<file path="src/rtl/operand_tf_pkg.sv">
// Shared types and constants for the operand transform/pack datapath.
// OPERAND_PACK_ROUND_EN selects round-half-up with saturation in the packer quantizers.
package operand_tf_pkg;

  localparam int WIDE_W   = 16;
  localparam int NARROW_W = 8;
  localparam int SCALE_W  = 4;
  localparam int N_ELEM   = 32;

  localparam int N_GROUPS   = N_ELEM / 2;
  localparam int N_LANES    = N_ELEM / 2;
  localparam int MAX_SHIFT  = 8;
  localparam int NARROW_MAX = (2 ** (NARROW_W - 1)) - 1;
  localparam int NARROW_MIN = -(2 ** (NARROW_W - 1));

  typedef logic [WIDE_W-1:0]   wide_t;
  typedef logic [NARROW_W-1:0] narrow_t;
  typedef logic [SCALE_W-1:0]  scale_t;

  typedef struct packed {
    logic scale_sharing_mode;  // 0: pairs share a scale, 1: quads share a scale
  } config_t;

  typedef struct packed {
    wide_t [N_ELEM-1:0] elements;
    config_t            cfg;
  } pack_input_t;

  typedef struct packed {
    narrow_t [N_ELEM-1:0]  elements;
    scale_t [N_GROUPS-1:0] micro_scales;
    config_t               cfg;
  } pack_output_t;

  typedef enum logic [2:0] {
    IDLE,
    SCALE,
    Q_EVEN,
    Q_ODD,
    DONE
  } pack_state_t;

  function automatic scale_t scale_max(input scale_t a, input scale_t b);
    return (a > b) ? a : b;
  endfunction

  // Smallest shift that brings one element into the narrow signed range.
  function automatic scale_t shift_needed(input wide_t x);
    logic signed [WIDE_W-1:0] sx;
    logic signed [WIDE_W-1:0] t;
    scale_t                   s_min;
    sx    = $signed(x);
    s_min = scale_t'(MAX_SHIFT);
    for (int s = MAX_SHIFT; s >= 0; s--) begin
      t = sx >>> s;
      if (int'(t) >= NARROW_MIN && int'(t) <= NARROW_MAX) s_min = scale_t'(s);
    end
    return s_min;
  endfunction

endpackage

</file>
<file path="src/rtl/operand_pack_lane.sv">
// One packer quantizer lane: shift by the group scale, plus the even-element temp register.
// OPERAND_PACK_ROUND_EN adds round-half-up and saturation ahead of the narrow result.
module operand_pack_lane
  import operand_tf_pkg::*;
(
  input  logic    clk,
  input  logic    rst_n,
  input  logic    load,
  input  wide_t   x,
  input  scale_t  shift,
  output narrow_t q,
  output narrow_t q_temp
);

`ifdef OPERAND_PACK_ROUND_EN
  function automatic narrow_t quantize(input wide_t xv, input scale_t s);
    logic signed [WIDE_W:0] ext;
    logic signed [WIDE_W:0] half;
    logic signed [WIDE_W:0] sum;
    logic signed [WIDE_W:0] shifted;
    narrow_t                r;
    ext     = $signed({xv[WIDE_W-1], xv});
    half    = (WIDE_W + 1)'(1) << (s - scale_t'(1));
    sum     = ext + half;
    shifted = sum >>> s;
    if (s == '0) begin
      r = narrow_t'(xv);
    end else if (int'(shifted) > NARROW_MAX) begin
      r = narrow_t'(NARROW_MAX);
    end else if (int'(shifted) < NARROW_MIN) begin
      r = narrow_t'(NARROW_MIN);
    end else begin
      r = narrow_t'(shifted);
    end
    return r;
  endfunction
`else
  // The scale guarantees the floored shift fits, so truncation is lossless here.
  function automatic narrow_t quantize(input wide_t xv, input scale_t s);
    logic signed [WIDE_W-1:0] shifted;
    shifted = $signed(xv) >>> s;
    return narrow_t'(shifted);
  endfunction
`endif

  assign q = quantize(x, shift);

  // NOTE: sequential state is assigned with <= so every register samples pre-edge values.
  always_ff @(posedge clk or negedge rst_n) begin
    if (!rst_n) begin
      q_temp <= '0;
    end else if (load) begin
      q_temp <= q;
    end
  end

endmodule

</file>
<file path="src/rtl/operand_packer.sv">
// Re-encodes a block of 32 wide FU results into micro-scaled narrow operands.
// Optional rounding is enabled with OPERAND_PACK_ROUND_EN (see operand_pack_lane).
module operand_packer
  import operand_tf_pkg::*;
(
  input  logic         clk,
  input  logic         rst_n,
  input  logic         valid_in,
  output logic         ready_in,
  input  pack_input_t  data_in,
  input  logic         ready_out,
  output logic         valid_out,
  output pack_output_t data_out
);

  pack_state_t                 state;
  pack_input_t                 in_buf;
  scale_t [N_GROUPS-1:0]       scale_reg;
  scale_t [N_GROUPS-1:0]       scale_next;
  scale_t [N_ELEM-1:0]         elem_shift;
  narrow_t [N_LANES-1:0]       lane_q;
  narrow_t [N_LANES-1:0]       lane_temp;
  logic                        quad_mode;

  assign quad_mode = in_buf.cfg.scale_sharing_mode;

  always_comb begin
    for (int i = 0; i < N_ELEM; i++) begin
      elem_shift[i] = shift_needed(in_buf.elements[i]);
    end
  end

  // The group scale is the largest per-element requirement; unused quad slots stay zero.
  always_comb begin
    // NOTE: default every always_comb output first so no path leaves it unassigned (no latch).
    scale_next = '0;
    if (quad_mode) begin
      for (int k = 0; k < N_GROUPS / 2; k++) begin
        scale_next[k] = scale_max(scale_max(elem_shift[4*k],   elem_shift[4*k+1]),
                                  scale_max(elem_shift[4*k+2], elem_shift[4*k+3]));
      end
    end else begin
      for (int k = 0; k < N_GROUPS; k++) begin
        scale_next[k] = scale_max(elem_shift[2*k], elem_shift[2*k+1]);
      end
    end
  end

  for (genvar i = 0; i < N_LANES; i++) begin : g_lane
    wide_t  x;
    scale_t sh;

    // Lane i always holds elements 2i and 2i+1, which sit in group i (pairs) or i/2 (quads).
    assign x  = (state == Q_ODD) ? in_buf.elements[2*i+1] : in_buf.elements[2*i];
    assign sh = quad_mode ? scale_reg[i/2] : scale_reg[i];

    operand_pack_lane u_lane (
      .clk    (clk),
      .rst_n  (rst_n),
      .load   (state == Q_EVEN),
      .x      (x),
      .shift  (sh),
      .q      (lane_q[i]),
      .q_temp (lane_temp[i])
    );
  end

  always_ff @(posedge clk or negedge rst_n) begin
    if (!rst_n) begin
      // NOTE: the wide buffers are reset too, so an aborted block leaves nothing observable behind.
      state     <= IDLE;
      ready_in  <= 1'b1;
      valid_out <= 1'b0;
      in_buf    <= '0;
      scale_reg <= '0;
      data_out  <= '0;
    end else begin
      case (state)
        IDLE: begin
          if (valid_in && ready_in) begin
            in_buf   <= data_in;
            ready_in <= 1'b0;
            state    <= SCALE;
          end
        end
        SCALE: begin
          scale_reg <= scale_next;
          state     <= Q_EVEN;
        end
        Q_EVEN: begin
          state <= Q_ODD;
        end
        Q_ODD: begin
          for (int i = 0; i < N_LANES; i++) begin
            data_out.elements[2*i]   <= lane_temp[i];
            data_out.elements[2*i+1] <= lane_q[i];
          end
          data_out.micro_scales <= scale_reg;
          data_out.cfg          <= in_buf.cfg;
          valid_out             <= 1'b1;
          state                 <= DONE;
        end
        DONE: begin
          if (ready_out) begin
            valid_out <= 1'b0;
            ready_in  <= 1'b1;
            state     <= IDLE;
          end
        end
        default: begin
          valid_out <= 1'b0;
          ready_in  <= 1'b1;
          state     <= IDLE;
        end
      endcase
    end
  end

endmodule

</file>
<file path="config.mk">
export PLATFORM = sky130hd
export DESIGN_NAME = operand_packer
export DESIGN_NICKNAME = d
export VERILOG_FILES = /design/src/rtl/operand_tf_pkg.sv /design/src/rtl/operand_pack_lane.sv /design/src/rtl/operand_packer.sv
export SDC_FILE = /design/constraint.sdc
export NUM_CORES = 2
export LEC_CHECK = 0
export ABC_AREA = 0
export ABC_CLOCK_PERIOD_IN_PS = 4200
export BUFFER_PORTS_ARGS = -buffer_cell sky130_fd_sc_hd__buf_2
export CORE_MARGIN = 4
export CORE_UTILIZATION = 40
export CTS_CLUSTER_DIAMETER = 80
export DETAILED_ROUTE_END_ITERATION = 7
export SYNTH_ARGS = -nofsm -noshare
export SYNTH_HDL_FRONTEND = slang
export SYNTH_HIERARCHICAL = 1
export SYNTH_SLANG_ARGS = --single-unit
</file>
<file path="constraint.sdc">
create_clock -name clk -period 4.2 [get_ports clk]
set_input_delay 0.21 -clock clk [delete_from_list [all_inputs] [get_ports clk]]
set_output_delay 0.21 -clock clk [all_outputs]
set_load 0.02 [all_outputs]
</file>
==> reports/qor_table.md <==
| Quantity | This run | Unit |
|:---|:---|:---|
| Run status | finished, violations left | - |
| Violations in the final reports | setup timing | - |
| CTS Root Buffer Type | sky130_fd_sc_hd__clkbuf_16 | - |
| Yosys warning count | 6 | - |
| Drt via density | 5.56 | - |
| Largest net degree at the start of global routing | 132 | - |
| Most instantiated flip-flop cell in the synthesis netlist | sky130_fd_sc_hd__dfrtp_1 | - |
| Minimum period implied by the final worst setup slack | 4210 | ps |
| Worst Tran Pin Value | 1160 | ps |
| Total routing resource utilization after global routing | 24.8 | % |
| Top Registers | in_buf x512, data_out x321, g_lane.u_lane/q_temp x128 | - |
| Count of flip-flops with a built-in enable after synthesis | 0 | - |
| Number of antenna-violating nets in the routed design | 0 | - |
| Arrival time at the worst endpoint | 4860 | ps |
| Power Density | 1050 | nW/um^2 |
| Number of pins exceeding their max-slew limit in the final report | 0 | - |
| Upper clock frequency limit | 237 | MHz |
| CP Capture Type | flip-flop | - |
| Number of global-route vias before repair | 49600 | - |
| Hold Crit Class | in -> async | - |
| Placed cells | 8079 | - |
| Leading cell types in the layout, fill and taps excluded | sky130_fd_sc_hd__mux2_2, sky130_fd_sc_hd__dfrtp_1, sky130_fd_sc_hd__buf_2 | - |
| RSZ-0062 raised after global routing | true | - |
| Overall power | 83.0 | mW |
| Cell Rows | 143 | - |
| Routed length per placed instance | 23.1 | um |
| Area added between synthesis and finish | 28.7 | % |
| Data required time at the worst endpoint | 4850 | ps |
| Number of nets in the finished design | 7320 | - |
| Clock Sink Count | 1031 | - |
| Buffer levels on the longest clock path | 3 | - |
| Ratio of cells with drive above 1 in the final layout | 40.3 | % |
| TritonCTS clock tree | yes | - |
| Initial detailed-routing violation count | 3302 | - |
| Reg clk slew, reported paths | 70 | ps |
| Area taken by multi-input logic gates | 33800 | sq um |
| TritonRoute pass-1 iters | 6 | - |
| Hold slack | 116 | ps |
| Number of buffers added by the clock tree synthesis step | 120 | - |
| Final GP Congestion | 0.907 | - |
| WL final | 204000 | um |
| Initial Util | 40.3 | % |
| Max VDD drop | 0.755 | mV |
| Post-synthesis area per instance | 11.6 | sq um |
| Wire length of the first global-routing pass | 307000 | um |
| DIE AREA | 159000 | sq um |
| Post-synthesis register bit count | 1031 | - |
| I/O Buffers | 839 | - |
| Gate count of the mapped netlist | 5293 | - |
| Finished Layout Cells | 8856 | - |
| Number of distinct library cells after synthesis | 87 | - |
| Share of synthesized area occupied by flip-flops and latches | 42.2 | % |
| Deepest level of the CTS H-tree | 3 | - |
| Clock latency reported for the late side of the worst-skew pair | 750 | ps |
| Area share of the leading cell type in the synthesized netlist | 42.1 | % |
| Die Y-Extent | 399 | um |
| Async set or reset register ratio after synthesis | 100 | % |
| Count of filler cells inserted in the layout | 13200 | - |
| DIE WIDTH | 399 | um |
| Register cell area after layout | 25800 | sq um |
| Biggest register | in_buf | - |
| Number of maximum-capacitance constraint violations | 0 | - |
| Final period utilization | 100 | % |
| Largest cells by area after synthesis | sky130_fd_sc_hd__dfrtp_1, sky130_fd_sc_hd__mux2_2, sky130_fd_sc_hd__mux2i_1 | - |
| Core area | 152000 | sq um |
| Flip-flop count of the largest register, all copies and words added | 512 | - |
| Final count of hold timing violations | 0 | - |
| Critical path start-end classification | reg -> reg | - |
| Max-Slew Margin vs Limit | 22.4 | % |
| Syn Nets | 5906 | - |
| Congestion Overflow GR | 0 | - |
| Top fanout value on the critical path | 5 | - |
| Via count | 49200 | - |
| Num ports | 840 | - |
| Final Skew | 26.8 | ps |
| Library cell with the largest summed area after synthesis | sky130_fd_sc_hd__dfrtp_1 | - |
| HPWL after detailed placement | 152000 | um |
| Most frequent standard cell in the layout excluding fill and tap cells | sky130_fd_sc_hd__mux2_2 | - |
| Crit start category | flip-flop | - |
| Crit path setup slack, layout | -12.8 | ps |
| Combined area of all synthesized cells | 61200 | sq um |
| Final core area utilization | 51.9 | % |
| Leakage power figure | 35.0 | nW |
| Initial antenna violation count | 29 | - |
| Endpoints failing setup | 1 | - |
| Post-detailed-route DRC marker count | 0 | - |
stage by stage:
step                TNS, ps  worst slack (ps)  area, sq um
floorplan             -79.9             -79.9        61200
global placement          0              44.2        68600
detailed placement     -141             -78.8        68600
global route          -1240              -195        78700
finish                -12.8             -12.8        78800
CTS                       0              10.0        77900
layer usage:
metal  global-route usage [%]  wire [um]
met1                     33.2      88400
met2                     40.5      96200
met3                     4.59      12000
met4                     8.70       7500
met5                        0         55
worst paths after layout:
check,start,endpoint,slack [ps],cells after the start
setup / recovery,in_buf[107],scale_reg[4],-10,18
hold / removal,rst_n,in_buf[100],120,2
setup reg to reg,in_buf[107],scale_reg[4],-10,18
hold reg to reg,data_out[46],data_out[46],470,2
max in group asynchronous,rst_n,data_out[180],2740,4
min in group clk,data_in[325],in_buf[325],220,3
cells by family (layout without fill, tap and decap cells):
logic type	after synthesis	count (layout)	share of synthesized area, %
flops	1031	1031	42.2
buf+inv	539	2047	3.94
xor+xnor	32	32	0.458
other cells	0	25	0
fa+ha+maj	96	96	1.96
simple gates	1029	1029	8.47
compound gates	880	880	9.14
mux	1686	1686	33.9
cells in the mapped netlist (39+ instances only):
cell type                  number
sky130_fd_sc_hd__nand2_1      342
sky130_fd_sc_hd__o211ai_1      48
sky130_fd_sc_hd__a31oi_1       40
sky130_fd_sc_hd__buf_2        103
sky130_fd_sc_hd__mux2i_1      416
sky130_fd_sc_hd__ha_1          96
sky130_fd_sc_hd__mux4_1        48
sky130_fd_sc_hd__nand3_1       39
sky130_fd_sc_hd__clkbuf_1     191
sky130_fd_sc_hd__mux2_2      1075
sky130_fd_sc_hd__mux4_2       128
sky130_fd_sc_hd__inv_1        184
sky130_fd_sc_hd__nand2b_1     138
sky130_fd_sc_hd__o22ai_1       67
sky130_fd_sc_hd__nor2_1       172
sky130_fd_sc_hd__o221ai_1      44
sky130_fd_sc_hd__nor3_1        57
sky130_fd_sc_hd__a21oi_1      119
sky130_fd_sc_hd__nor2b_1       66
sky130_fd_sc_hd__dfrtp_1     1030
sky130_fd_sc_hd__o21ai_0      329
power breakdown:
group | switching, mW | total [mW] | internal [mW]
logic | 27.9 | 53.3 | 25.3
clock network | 4.44 | 10.9 | 6.47
registers | 4.08 | 18.8 | 14.8
total | 36.5 | 83.0 | 46.5
critical path: stages (launching register included):
cell                       delay [ps]
sky130_fd_sc_hd__dfrtp_1          370
sky130_fd_sc_hd__or4_4            540
sky130_fd_sc_hd__or4_4            430
sky130_fd_sc_hd__mux2i_1          140
sky130_fd_sc_hd__nor2_1            80
sky130_fd_sc_hd__ha_1             290
sky130_fd_sc_hd__nor2b_1          120
sky130_fd_sc_hd__o211ai_1         110
sky130_fd_sc_hd__a21oi_2          320
sky130_fd_sc_hd__mux2i_4          330
sky130_fd_sc_hd__ha_4             230
sky130_fd_sc_hd__nor2b_4          120
sky130_fd_sc_hd__o21a_1           160
sky130_fd_sc_hd__o21a_1           190
sky130_fd_sc_hd__o21ai_4          240
sky130_fd_sc_hd__buf_6            150
sky130_fd_sc_hd__and2_4           140
sky130_fd_sc_hd__a22oi_2           70
sky130_fd_sc_hd__o211ai_1          90
final cells by class:
type                    count  share of cell area, %
diodes                     25                 0.0794
clock buffers             155                   4.25
clock inverters            61                  0.940
inverters                 200                  0.953
multi-input cells        3723                   42.9
flip-flops and latches   1031                   32.8
well taps                2030                   3.22
repair buffers           1631                   14.9
timing repair:
item / CTS / global route
hold buffers: 516 / 0
setup buffers: 0 / 20
hold endpoints to repair: 579 / 0
resized for setup: 2 / 147
pin swaps: 1 / 50
endpoints found under the setup margin: 4 / 32
Power figures use the tool's default switching activity.
